--- config.mk ---
export PLATFORM = sky130hd
export DESIGN_NAME = sap_controller
export DESIGN_NICKNAME = d
export VERILOG_FILES = /design/src/rtl/sap_pkg.sv /design/src/rtl/sap_ring_counter.sv /design/src/rtl/sap_controller.sv
export SDC_FILE = /design/constraint.sdc
export NUM_CORES = 1
export LEC_CHECK = 0
export BUFFER_PORTS_ARGS = -buffer_cell sky130_fd_sc_hd__buf_2
export CAP_MARGIN = 20
export CORE_MARGIN = 3
export CORE_UTILIZATION = 40
export DETAILED_ROUTE_END_ITERATION = 8
export PLACE_DENSITY = 0.69
export SYNTH_ARGS = -nofsm -noshare
export SYNTH_HDL_FRONTEND = slang
export SYNTH_SLANG_ARGS = --single-unit
--- constraint.sdc ---
create_clock -name clk -period 2.69 [get_ports clk]
set_clock_uncertainty 0.05 [all_clocks]
set_input_delay 0.538 -clock clk [delete_from_list [all_inputs] [get_ports clk]]
set_output_delay 0.538 -clock clk [all_outputs]
set_load 0.02 [all_outputs]
--- src/rtl/sap_pkg.sv ---
// Shared definitions for the SAP controller: opcodes, state encodings and
// control-word bit positions.
package sap_pkg;

    localparam logic [3:0] OP_LDA = 4'b0000;
    localparam logic [3:0] OP_ADD = 4'b0001;
    localparam logic [3:0] OP_SUB = 4'b0010;
    localparam logic [3:0] OP_OUT = 4'b1110;
    localparam logic [3:0] OP_HLT = 4'b1111;

    typedef enum logic [1:0] {
        MODE_INIT = 2'd0,
        MODE_RUN  = 2'd1,
        MODE_HALT = 2'd2
    } mode_e;

    typedef enum logic [2:0] {
        ST_INIT = 3'd0,
        ST_T1   = 3'd1,
        ST_T2   = 3'd2,
        ST_T3   = 3'd3,
        ST_T4   = 3'd4,
        ST_T5   = 3'd5,
        ST_T6   = 3'd6,
        ST_HALT = 3'd7
    } state_e;

    localparam int CW_PC_EN   = 0;
    localparam int CW_PC_INC  = 1;
    localparam int CW_PC_CLR  = 2;
    localparam int CW_MAR_LD  = 3;
    localparam int CW_RAM_EN  = 4;
    localparam int CW_IR_LD   = 5;
    localparam int CW_IR_EN   = 6;
    localparam int CW_A_LD    = 7;
    localparam int CW_A_EN    = 8;
    localparam int CW_B_LD    = 9;
    localparam int CW_ALU_SUB = 10;
    localparam int CW_ALU_EN  = 11;
    localparam int CW_OUT_LD  = 12;
    localparam int CW_HALT    = 13;
    localparam int CW_W       = 14;

    // The ring only carries T1..T6; INIT and HALT come from the mode register.
    function automatic state_e decode_state(input mode_e mode, input logic [5:0] t);
        state_e st;
        st = ST_INIT;
        case (mode)
            MODE_INIT: st = ST_INIT;
            MODE_HALT: st = ST_HALT;
            MODE_RUN: begin
                case (t)
                    6'b000001: st = ST_T1;
                    6'b000010: st = ST_T2;
                    6'b000100: st = ST_T3;
                    6'b001000: st = ST_T4;
                    6'b010000: st = ST_T5;
                    6'b100000: st = ST_T6;
                    default:   st = ST_INIT;
                endcase
            end
            default: st = ST_INIT;
        endcase
        return st;
    endfunction

endpackage

--- src/rtl/sap_ring_counter.sv ---
// One-hot T-state ring. An all-zero ring starts at T1 on the first advance;
// clear returns it to all-zero.
module sap_ring_counter #(
    parameter int N = 6
) (
    input  logic         clk,
    input  logic         rst_n,
    input  logic         clear_i,
    input  logic         advance_i,
    output logic [N-1:0] t_o
);

    logic [N-1:0] t_q;
    logic [N-1:0] t_d;

    // Next ring value: clear, start, rotate or hold.
    always_comb begin
        t_d = t_q;
        if (clear_i) begin
            t_d = {N{1'b0}};
        end else if (advance_i) begin
            if (t_q == {N{1'b0}}) begin
                t_d = {{(N-1){1'b0}}, 1'b1};
            end else begin
                t_d = {t_q[N-2:0], t_q[N-1]};
            end
        end else begin
            t_d = t_q;
        end
    end

    // Ring register.
    always_ff @(posedge clk or negedge rst_n) begin
        if (!rst_n) begin
            t_q <= {N{1'b0}};
        end else begin
            t_q <= t_d;
        end
    end

    assign t_o = t_q;

endmodule

--- src/rtl/sap_controller.sv ---
// SAP controller-sequencer: INIT/HALT handling, T4-T6 opcode decode and the
// control word. Optional single-step input is enabled by defining SAP_STEP_EN.
module sap_controller
    import sap_pkg::*;
#(
    parameter int OPCODE_W = 4,
    parameter int NUM_T    = 6
) (
    input  logic                clk,
    input  logic                clr_n,
`ifdef SAP_STEP_EN
    input  logic                step,
`endif
    input  logic [OPCODE_W-1:0] opcode,
    output logic                pc_en,
    output logic                pc_inc,
    output logic                pc_clr,
    output logic                mar_ld,
    output logic                ram_en,
    output logic                ir_ld,
    output logic                ir_en,
    output logic                a_ld,
    output logic                a_en,
    output logic                b_ld,
    output logic                alu_sub,
    output logic                alu_en,
    output logic                out_ld,
    output logic                halt,
    output logic [NUM_T-1:0]    t_state
);

    mode_e             mode_q;
    mode_e             mode_d;
    logic [NUM_T-1:0]  ring_s;
    state_e            state_s;
    logic              advance_s;
    logic              halt_entry_s;
    logic              out_gate_s;
    logic [CW_W-1:0]   cw_s;

`ifdef SAP_STEP_EN
    assign advance_s = step;
`else
    assign advance_s = 1'b1;
`endif

    assign state_s      = decode_state(mode_q, ring_s);
    assign halt_entry_s = (state_s == ST_T4) && (opcode == OP_HLT);
    // Reset and a held single-step both silence every control line.
    assign out_gate_s   = clr_n & advance_s;

    sap_ring_counter #(.N(NUM_T)) u_ring (
        .clk       (clk),
        .rst_n     (clr_n),
        .clear_i   (advance_s & halt_entry_s),
        .advance_i (advance_s & (mode_q != MODE_HALT) & ~halt_entry_s),
        .t_o       (ring_s)
    );

    // Mode register.
    always_ff @(posedge clk or negedge clr_n) begin
        if (!clr_n) begin
            mode_q <= MODE_INIT;
        end else begin
            mode_q <= mode_d;
        end
    end

    // Mode transitions: INIT runs once, HLT in T4 parks the machine.
    always_comb begin
        mode_d = mode_q;
        case (mode_q)
            MODE_INIT: begin
                if (advance_s) mode_d = MODE_RUN;
                else           mode_d = mode_q;
            end
            MODE_RUN: begin
                if (advance_s && halt_entry_s) mode_d = MODE_HALT;
                else                           mode_d = mode_q;
            end
            MODE_HALT: mode_d = MODE_HALT;
            default:   mode_d = MODE_INIT;
        endcase
    end

    // Control word decode from state and opcode.
    always_comb begin
        cw_s = {CW_W{1'b0}};
        case (state_s)
            ST_INIT: begin cw_s[CW_PC_EN] = 1'b1; cw_s[CW_PC_CLR] = 1'b1; end
            ST_T1:   begin cw_s[CW_PC_EN] = 1'b1; cw_s[CW_MAR_LD] = 1'b1; end
            ST_T2:   begin cw_s[CW_PC_EN] = 1'b1; cw_s[CW_PC_INC] = 1'b1; end
            ST_T3:   begin cw_s[CW_RAM_EN] = 1'b1; cw_s[CW_IR_LD] = 1'b1; end
            ST_T4: begin
                case (opcode)
                    OP_LDA, OP_ADD, OP_SUB: begin
                        cw_s[CW_IR_EN] = 1'b1; cw_s[CW_MAR_LD] = 1'b1;
                    end
                    OP_OUT:  begin cw_s[CW_A_EN] = 1'b1; cw_s[CW_OUT_LD] = 1'b1; end
                    OP_HLT:  cw_s[CW_HALT] = 1'b1;
                    default: cw_s = {CW_W{1'b0}};
                endcase
            end
            ST_T5: begin
                case (opcode)
                    OP_LDA:  begin cw_s[CW_RAM_EN] = 1'b1; cw_s[CW_A_LD] = 1'b1; end
                    OP_ADD:  begin cw_s[CW_RAM_EN] = 1'b1; cw_s[CW_B_LD] = 1'b1; end
                    OP_SUB: begin
                        cw_s[CW_RAM_EN] = 1'b1; cw_s[CW_B_LD] = 1'b1; cw_s[CW_ALU_SUB] = 1'b1;
                    end
                    default: cw_s = {CW_W{1'b0}};
                endcase
            end
            ST_T6: begin
                case (opcode)
                    OP_ADD:  begin cw_s[CW_ALU_EN] = 1'b1; cw_s[CW_A_LD] = 1'b1; end
                    OP_SUB: begin
                        cw_s[CW_ALU_EN] = 1'b1; cw_s[CW_A_LD] = 1'b1; cw_s[CW_ALU_SUB] = 1'b1;
                    end
                    default: cw_s = {CW_W{1'b0}};
                endcase
            end
            ST_HALT: cw_s[CW_HALT] = 1'b1;
            default: cw_s = {CW_W{1'b0}};
        endcase
    end

    assign pc_en   = cw_s[CW_PC_EN]   & out_gate_s;
    assign pc_inc  = cw_s[CW_PC_INC]  & out_gate_s;
    assign pc_clr  = cw_s[CW_PC_CLR]  & out_gate_s;
    assign mar_ld  = cw_s[CW_MAR_LD]  & out_gate_s;
    assign ram_en  = cw_s[CW_RAM_EN]  & out_gate_s;
    assign ir_ld   = cw_s[CW_IR_LD]   & out_gate_s;
    assign ir_en   = cw_s[CW_IR_EN]   & out_gate_s;
    assign a_ld    = cw_s[CW_A_LD]    & out_gate_s;
    assign a_en    = cw_s[CW_A_EN]    & out_gate_s;
    assign b_ld    = cw_s[CW_B_LD]    & out_gate_s;
    assign alu_sub = cw_s[CW_ALU_SUB] & out_gate_s;
    assign alu_en  = cw_s[CW_ALU_EN]  & out_gate_s;
    assign out_ld  = cw_s[CW_OUT_LD]  & out_gate_s;
    assign halt    = cw_s[CW_HALT]    & out_gate_s;
    assign t_state = ring_s;

endmodule

==> run_results.csv, run 1 <==
group,metric,value,unit
clock_network,clock_path_buffers,2,
global_route,grt.total_usage,19.17,%
timing,timing.final.ws_setup,-0.1110,ns
synth,avgSynthCellArea,8.627,sq um
route,drtIter0Drc,16,
placed_design,numPortBuffers,25,
power_and_ir_drop,clockPowerShare,6.6,%
clock_network,clk_pin_slew_worst_paths,0.06,ns
clock_network,clock_sinks,8,
power_and_ir_drop,power_report.internal_total,739.6,uW
timing,rsz0062_at_grt,"yes",
route,dr.pass1.iters,4,
floorplan,die_y,51.27,microns
clock_network,htreeDepth,1,
worst_setup_path,startpoint_type,"flip-flop",
synth,synthFlopType,"dfrtp_1",
floorplan,num_rows,15,
floorplan,dieArea,2628,sq um
global_route,grt_pass1_vias,922,
timing,finalHoldWorstSlack,0.1562,ns
layout,nets,150,
worst_setup_path,worstPathArrival,2.21,ns
layout,final_util,67.97,%
clock_network,clock_latency,0.25,ns
power_and_ir_drop,p_leak,0.0005535,uW
global_route,antenna_found_initial,0,
global_route,grt_pass1_wl,3.877,mm
route,drc,0,
synth,ys_types,41,
route,vias_per_cell,5.412,
layout,final_common_cell,"buf_4",
timing,setup_viol,5,
route,wirelength,2.459,mm
layout,areaGrowthSynthToFinish,50.99,%
worst_setup_path,crit_start,"mode_q[0]$_DFFE_PN0P_",
power_and_ir_drop,power.net_switching,704.6,uW
timing,slew_headroom,73.35,%
timing,fmax,357.0,MHz
timing,min_period_over_period,104.1,%
worst_setup_path,r2r_start,"mode_q[0]$_DFFE_PN0P_",
worst_setup_path,worstSetupPathType,"flip-flop to primary output",
layout,n_antenna_cell,0,
synth,postSynthNetCount,104,
worst_setup_path,cp_max_fo,3,
run,maxCapViolations,0,
global_route,grt_max_degree,12,
run_status,violations,"negative setup slack",
power_and_ir_drop,irDropWorstVdd,918.0,uV
route,drt.antenna.violating_nets,0,
power_and_ir_drop,seqPwrFrac,19.6,%
synth,synthCells,95,
clock_network,cts_tree,"yes",
synth,synth_seq_cells,8,
power_and_ir_drop,p_comb_share,73.8,%
floorplan,core-area,1821,sq um
worst_setup_path,cp-end-kind,"primary output",
global_route,grt_overflow,0,
worst_setup_path,critical_path_required,2.10,ns
timing,worst_slew_pin_slew,0.3954,ns
floorplan,start_util,45.02,%
route,vias,893,
clock_network,clockRootBuffer,"clkbuf_4",
timing,fin_crit,2.801,ns
synth,yosysWarnings,0,
clock_network,cts_buffers,3,
placed_design,place.gp.congestion,0.7685,
synth,netlist_area,819.5,sq um
route,wl_per_cell,14.90,microns
floorplan,io_pins,26,
power_and_ir_drop,p_per_area,1167,nW/um^2
clock_network,hold_buffers,0,
timing,maxSlewViolCount,0,
synth,synth_edf_count,0,
power_and_ir_drop,p_sw_share,48.79,%
synth,ys_async_sr_fraction,100.0,%
synth,ys_seq_area_share,24.43,%
floorplan,die_w,51.27,microns
layout,final_layout_size_suffix_gt1_share,53.57,%
layout,mostFrequentLayoutCells,"buf_4 (30), buf_2 (16), nand2_1 (11)",
worst_hold_path,min_path_type,"input pin to async pin",
timing,hold_viol_final,0,
placed_design,dp.final_hpwl,1.610,mm
run_status,status,"finished with violations",
## kinds of logic after synthesis
kind of cell / synth area share [%]
XOR/XNOR: 4.274
adder cells (fa/ha/maj): 4.581
flip-flops: 24.43
AND/OR/NAND/NOR: 28.86
AO/OA/AOI/OAI: 20.92
buffers and inverters: 7.327
multiplexers: 9.618
## registers in the layout (all words and copies together), names as in the netlist
signal      count
mode_q          2
u_ring.t_o      6
## cell usage after synthesis, drive strengths merged, types with 2 or more instances
master	count	share of area (%)
a211oi	2	1.8
a21oi	3	1.8
a31oi	2	2.3
and2	2	1.5
buf	6	5.0
clkbuf	2	0.92
dfrtp	8	24
ha	3	4.6
inv	3	1.4
mux2	7	9.6
nand2	11	5.0
nand3b	2	1.8
nor2	7	3.2
nor3	3	1.8
nor3b	2	3.2
nor4	2	1.5
nor4b	2	4.0
o211ai	2	1.8
o21ai	7	4.3
or2	2	1.5
or4	2	2.3
xor2	4	4.3
## power by group through the flow
| stage | Clock, uW | Sequential [uW] | Combinational (uW) |
|---|---|---|---|
| 5_1_grt | 109 | 293 | 1150 |
| 2_1_floorplan | 0 | 278 | 609 |
| 3_5_place_dp | 0 | 295 | 849 |
| 4_1_cts | 103 | 276 | 1020 |
| 3_3_place_gp | 0 | 290 | 823 |
| 6_report | 95.9 | 283 | 1070 |
## critical path: stages, from the launching register on
cell and delay [ns]:
dfrtp_1 0.37, buf_6 0.11, ha_4 0.12, nor4b_4 0.26, o2111ai_4 0.17, or4_4 0.46, buf_4 0.15, a211oi_2 0.14
buf_4 0.17
## routing by layer
metal | global-route usage [%] | wire (microns)
met2 | 34.98 | 1356
met5 | 0 | 0
met1 | 21.68 | 1005
met3 | 2.041 | 53
met4 | 10.04 | 44
## layout make-up
class | count | area (sq um)
clock buffers | 4 | 26.28
flip-flops and latches | 8 | 202.7
inverters | 3 | 11.26
repair buffers | 49 | 339.1
fillers | 159 | 583.1
multi-input cells | 76 | 626.9
well taps | 25 | 31.28
## path summary, 6_finish.rpt
check	endpoint	slack, ns	depth (start not counted)
setup reg to reg	mode_q[1]$_DFFE_PN0P_	0.22	9
hold / removal	u_ring.t_o[5]$_DFFE_PN0P_	0.16	2
max in group asynchronous	u_ring.t_o[1]$_DFFE_PN0P_	2.28	2
hold reg to reg	mode_q[0]$_DFFE_PN0P_	0.50	1
min in group clk	mode_q[0]$_DFFE_PN0P_	0.50	1
setup / recovery	alu_sub	-0.11	8
## stage by stage
| step | setup WS (ns) | total power [uW] | setup TNS, ns | cell area, sq um | cells |
|---|---|---|---|---|---|
| final | -0.1110 | 1444 | -0.3347 | 1237 | 165 |
| after floorplan | -0.01253 | 886.7 | -0.01281 | 832.0 | 95 |
| after global placement | 0.09817 | 1113 | 0 | 1021 | 148 |
| after detailed placement | 0.03242 | 1144 | 0 | 1021 | 148 |
| after global routing | -0.2423 | 1551 | -1.830 | 1237 | 165 |
| after CTS | -0.1039 | 1397 | -0.1807 | 1172 | 162 |
## timing repair
item	4_1_cts	5_1_grt
setup buffers	10	3
endpoints found under the setup margin	7	14
pin swaps	3	5
resized for setup	11	11
(Power assumes the default switching activity.)
==> run 2: changes to the inputs <==
- CORE_UTILIZATION: 40 -> 30
- PLACE_DENSITY: 0.69 -> 0.57
==> run 2 against run 1 <==
  * The flow still finishes with violations (negative setup slack)
  * Critical path depth did not move
  * Count of clock-buffer cells in the layout did not move
  * Combinational power fell by 9.5%
  * Routed wire length fell by 1.3%
  * Power fell by 3.8%
  * Worst setup slack improved by 0.00058 ns
  * Utilization fell by 21 points
  * Global-route usage fell by 5.0 points
  * Die area rose by 29%
  * Largest cell class unchanged
  * Largest power group unchanged
==> run_results.csv, run 2 (same netlist as run 1, synthesis figures left out) <==
group,metric,value,unit
global_route,grtUsageMet2,24.88,%
timing,worst_slew_pin_slew,0.3701,ns
run_status,violations,"negative setup slack",
layout,multi_input_area,618.1,sq um
global_route,antenna_found_initial,0,
global_route,grt_overflow,0,
placed_design,dp.cells,149,
global_route,met3_usage,2.450,%
timing,slew_headroom,75.06,%
placed_design,numPortBuffers,25,
clock_network,clock_sinks,8,
clock_network,htreeDepth,1,
worst_setup_path,cp-end-kind,"primary output",
layout,final_layout_size_suffix_gt1_share,57.04,%
clock_network,cts_buffers,3,
timing,finalHoldWorstSlack,0.1511,ns
route,vias,892,
timing,timing.final.ws_setup,-0.1104,ns
worst_setup_path,critical_path_required,2.10,ns
layout,areaGrowthSynthToFinish,46.87,%
timing,fin_crit,2.800,ns
route,vias_per_cell,5.406,
global_route,grt.busiest_layer,"met2",
worst_setup_path,slowest_delay,0.47,ns
clock_network,clock_latency,0.25,ns
timing,setup_viol,4,
placed_design,preCtsSetupSlack,0.04628,ns
placed_design,dpl_cell_area,997.2,sq um
floorplan,num_rows,18,
placed_design,place.gp.congestion,0.7941,
run_status,status,"finished with violations",
layout,fillers,254,
clock_network,hold_buffers,0,
run,maxCapViolations,0,
floorplan,core-area,2545,sq um
power_and_ir_drop,p_leak,0.0005253,uW
floorplan,die_w,58.27,microns
clock_network,clk_pin_slew_worst_paths,0.06,ns
floorplan,io_pins,26,
global_route,grt_pass1_vias,868,
worst_hold_path,min_path_type,"input pin to async pin",
worst_setup_path,worstSetupPathType,"flip-flop to primary output",
power_and_ir_drop,p_per_area,1154,nW/um^2
layout,n_antenna_cell,0,
route,drtIter0Drc,18,
power_and_ir_drop,irDropWorstVdd,703.8,uV
worst_setup_path,cp_max_fo,3,
clock_network,clockRootBuffer,"clkbuf_4",
worst_setup_path,path_buf_inv,2,
timing,maxSlewViolCount,0,
route,dr.pass1.iters,6,
worst_setup_path,crit_path_cell_trace,"inv_2 -> ha_1 -> nor2b_4 -> o2111ai_2 -> or4_4 -> nor3b_4 -> a41o_1 -> buf_6",
layout,mostFrequentLayoutCells,"buf_4 (26), buf_2 (15), nand2_1 (11)",
layout,stdcell_count,165,
floorplan,dieArea,3395,sq um
global_route,grt_max_degree,14,
worst_setup_path,cpLargestDelayFamily,"simple AND/OR/NAND/NOR gates",
global_route,grt.total_usage,14.13,%
layout,stdcell_area,1204,sq um
layout,nets,145,
timing,rsz0062_at_grt,"yes",
placed_design,dp.final_hpwl,1.624,mm
timing,hold_viol_final,0,
layout,regArea,206.4,sq um
clock_network,clock_path_buffers,2,
layout,final_common_cell,"buf_4",
timing,min_period_over_period,104.1,%
route,drt.antenna.violating_nets,0,
route,drc,0,
worst_setup_path,crit_path_top_delay_cell,"or4_4",
timing,fmax,357.1,MHz
global_route,grt_pass1_wl,3.850,mm
clock_network,cts_tree,"yes",
route,wirelength,2.426,mm
worst_setup_path,worstPathArrival,2.21,ns
worst_setup_path,startpoint_type,"flip-flop",
floorplan,start_util,32.20,%
route,wl_per_cell,14.70,microns
floorplan,die_y,58.27,microns
global_route,grtUsageMet1,17.07,%
layout,largest_register_ffs,6,
## run 2: cell count changes in the layout (fill, tap and decap cells not counted), sizes merged
cell  delta
buf      -5
## run 2: through the flow
step	TNS, ns	utilization, %	power [uW]
finish	-0.3929	47.30	1389
global route	-1.476	47.30	1507
CTS	-0.4518	43.56	1304
detailed placement	0	39.18	1098
global placement	0	39.18	1078
floorplan	-0.01281	-	886.7
## run 2: final timing paths
kind	start	to	slack, ns	cells after the start
worst max register to register	mode_q[0]$_DFFE_PN0P_	mode_q[1]$_DFFE_PN0P_	0.39	8
worst min register to register	mode_q[0]$_DFFE_PN0P_	mode_q[0]$_DFFE_PN0P_	0.50	1
min in group clk	mode_q[0]$_DFFE_PN0P_	mode_q[0]$_DFFE_PN0P_	0.50	1
worst max-delay path	mode_q[0]$_DFFE_PN0P_	mar_ld	-0.11	8
max in group asynchronous	clr_n	u_ring.t_o[4]$_DFFE_PN0P_	2.27	2
worst min-delay path	clr_n	u_ring.t_o[0]$_DFFE_PN0P_	0.15	2
## run 2: report_power, final
| part | internal (uW) | switching [uW] | total [uW] |
|---|---|---|---|
| registers | 190 | 134 | 324 |
| logic | 454 | 515 | 968 |
| clock network | 56.7 | 40.5 | 97.2 |
## run 2: cell type report
cell class | instances | share of cell area, %
flip-flops and latches | 8 | 17.15
clock buffers | 4 | 2.183
repair buffers | 44 | 25.26
inverters | 3 | 0.9356
multi-input cells | 76 | 51.35
well taps | 30 | 3.119
## run 2: worst register-to-register path, stage by stage (launching register included)
cell	delay (ns)
dfrtp_1	0.38
inv_2	0.06
ha_1	0.29
nor2b_4	0.15
o2111ai_2	0.15
buf_4	0.18
buf_4	0.13
o41ai_2	0.43
mux2_1	0.36
## run 2: what timing repair did
action                                  in CTS  in global routing
setup buffers                                7                  5
endpoints found under the setup margin       9                 14
gates cloned                                 0                  0
pin swaps                                    2                  4
resized for setup                           12                 18
## run 2: layer usage
metal  up-vias  share of wire, %  wire [microns]
li1        432                 -               -
met2        26                54            1307
met1       426                40             974
met3         8               3.3              81
met4         0               2.6              62
met5         -                 0               0
==> run 3: changes to the inputs <==
- PLACE_DENSITY: 0.57 -> 0.59
==> run 3 against run 2 <==
  * Cell count increased by 1.2%
  * Routed wire length grew 3.7%
  * Maximum frequency is 2.3% lower
  * Worst hold slack got worse by 0.011 ns
  * Worst setup slack got worse by 0.067 ns
  * Critical path depth did not move
  * Die area did not move
  * Sequential share of layout area shrank 1.4 points
  * Largest cell class unchanged
  * Largest power group unchanged
  * Flip-flop and latch count unchanged
  * Power rose by 3.7%
  * The flow still finishes with violations (negative setup slack)
==> run_results.csv, run 3 (same netlist as run 1, synthesis figures left out) <==
group,metric,value,unit
global_route,grt.total_usage,13.45,%
floorplan,die_w,58.27,microns
route,dr.pass1.iters,4,
layout,stdcell_count,167,
run_status,violations,"negative setup slack",
worst_setup_path,r2r_end,"mode_q[1]$_DFFE_PN0P_",
run_status,status,"finished with violations",
worst_setup_path,r2r_start,"mode_q[0]$_DFFE_PN0P_",
clock_network,hold_buffers,0,
floorplan,core-area,2545,sq um
clock_network,cts_tree,"yes",
layout,nets,147,
clock_network,clk_pin_slew_worst_paths,0.07,ns
power_and_ir_drop,p_sw_share,50.06,%
layout,largest_register_ffs,6,
placed_design,place.gp.congestion,0.8282,
route,drc,0,
timing,fmax,348.7,MHz
worst_setup_path,cp_max_fo,4,
placed_design,dp.cells,150,
layout,fillers,232,
floorplan,io_pins,26,
route,drtIter0Drc,20,
layout,regArea,205.2,sq um
placed_design,numPortBuffers,25,
run,maxCapViolations,0,
worst_setup_path,crit_start,"mode_q[0]$_DFFE_PN0P_",
worst_setup_path,crit_path_end,"mar_ld",
layout,areaGrowthSynthToFinish,58.93,%
layout,final_util,51.18,%
timing,tns,-0.6063,ns
power_and_ir_drop,p_comb_share,70.9,%
clock_network,htreeDepth,1,
clock_network,clock_path_buffers,2,
floorplan,dieArea,3395,sq um
placed_design,dp.final_hpwl,1.629,mm
power_and_ir_drop,irDropWorstVdd,704.6,uV
power_and_ir_drop,seqPwrFrac,22.1,%
timing,maxSlewViolCount,0,
layout,final_layout_size_suffix_gt1_share,59.85,%
route,vias_per_cell,5.323,
global_route,grt_pass1_wl,3.567,mm
global_route,grt_max_degree,14,
timing,timing.final.ws_setup,-0.1778,ns
worst_setup_path,worstPathArrival,2.28,ns
global_route,grt_overflow,0,
timing,rsz0062_at_grt,"yes",
worst_setup_path,critical_path_required,2.10,ns
timing,setup_viol,7,
worst_setup_path,startpoint_type,"flip-flop",
route,wl_per_cell,15.06,microns
timing,min_period_over_period,106.6,%
power_and_ir_drop,power.net_switching,721.4,uW
layout,final_common_cell,"buf_4",
global_route,grt_pass1_vias,855,
power_and_ir_drop,p_per_area,1106,nW/um^2
timing,hold_viol_final,0,
route,vias,889,
layout,multi_input_area,686.9,sq um
clock_network,clock_latency,0.26,ns
route,drt.antenna.violating_nets,0,
worst_setup_path,cp-end-kind,"primary output",
clock_network,clockRootBuffer,"clkbuf_4",
global_route,antenna_found_initial,0,
floorplan,num_rows,18,
route,wirelength,2.515,mm
clock_network,clock_sinks,8,
floorplan,die_y,58.27,microns
clock_network,cts_buffers,3,
timing,worst_slew_pin_slew,0.3818,ns
timing,fin_crit,2.868,ns
power_and_ir_drop,p_leak,0.0005573,uW
floorplan,start_util,32.20,%
layout,n_antenna_cell,0,
power_and_ir_drop,power_report.internal_total,719.6,uW
worst_hold_path,min_path_type,"input pin to async pin",
timing,slew_headroom,74.37,%
power_and_ir_drop,clockPowerShare,7.1,%
layout,mostFrequentLayoutCells,"buf_4 (22), buf_2 (16), nand2_1 (10)",
worst_setup_path,reg2reg_slack,0.50,ns
worst_setup_path,worstSetupPathType,"flip-flop to primary output",
worst_setup_path,r2r_cells,7,
run 3: routing by layer:
layer / vias to the layer above / global-route usage, % / part of all wire [%] / wire length (microns)
met5: - / 0 / 0 / 0
met4: 0 / 3.311 / 1.3 / 32
met3: 4 / 2.895 / 2.9 / 73
met2: 17 / 24.40 / 57 / 1433
met1: 440 / 15.88 / 39 / 976
li1: 428 / - / - / -
run 3: layout make-up:
cell class / count / area share [%]
Clock buffer: 4 / 2.017
Inverter: 3 / 0.8646
Multi-Input combinational cell: 76 / 52.74
Sequential cell: 8 / 15.75
Tap cell: 30 / 2.882
Timing Repair Buffer: 46 / 25.74
run 3: timing repair:
item                       in CTS  in global routing
pin swaps                       1                  3
setup endpoints to repair       9                 14
gates resized for setup        14                 27
buffers inserted                6                  7
run 3: worst max-delay path, stage by stage, from the launching register on:
cell and delay [ns]:
dfrtp_1 0.42, inv_2 0.08, ha_4 0.27, nor2b_4 0.15
o2111ai_4 0.15, or4_4 0.48, nor3b_4 0.22, a41o_1 0.14
buf_6 0.12
run 3: worst min-delay path by stage:
stage | start | depth (start not counted) | endpoint
after global placement | clr_n | 2 | u_ring.t_o[5]$_DFFE_PN0P_
after detailed placement | clr_n | 2 | u_ring.t_o[0]$_DFFE_PN0P_
after CTS | clr_n | 2 | u_ring.t_o[5]$_DFFE_PN0P_
after floorplan | clr_n | 0 | mode_q[0]$_DFFE_PN0P_
after global routing | clr_n | 2 | u_ring.t_o[0]$_DFFE_PN0P_
final | clr_n | 2 | u_ring.t_o[0]$_DFFE_PN0P_
run 3: power groups by stage:
| stage | sequential, uW | combinational, uW | clock (uW) |
|---|---|---|---|
| floorplan | 278 | 609 | 0 |
| global placement | 310 | 779 | 0 |
| detailed placement | 314 | 791 | 0 |
| CTS | 313 | 895 | 107 |
| global route | 332 | 1110 | 114 |
| finish | 318 | 1020 | 102 |
run 3: per-stage QoR:
stage	total power, uW	hold slack [ns]	worst slack (ns)	instance area (sq um)
2_1_floorplan	886.7	0.1924	-0.01253	832.0
3_3_place_gp	1089	0.4287	0.05755	1005
3_5_place_dp	1105	0.4290	0.01032	1005
4_1_cts	1315	0.1428	-0.1488	1139
5_1_grt	1554	0.1417	-0.2756	1303
6_report	1441	0.1400	-0.1778	1303
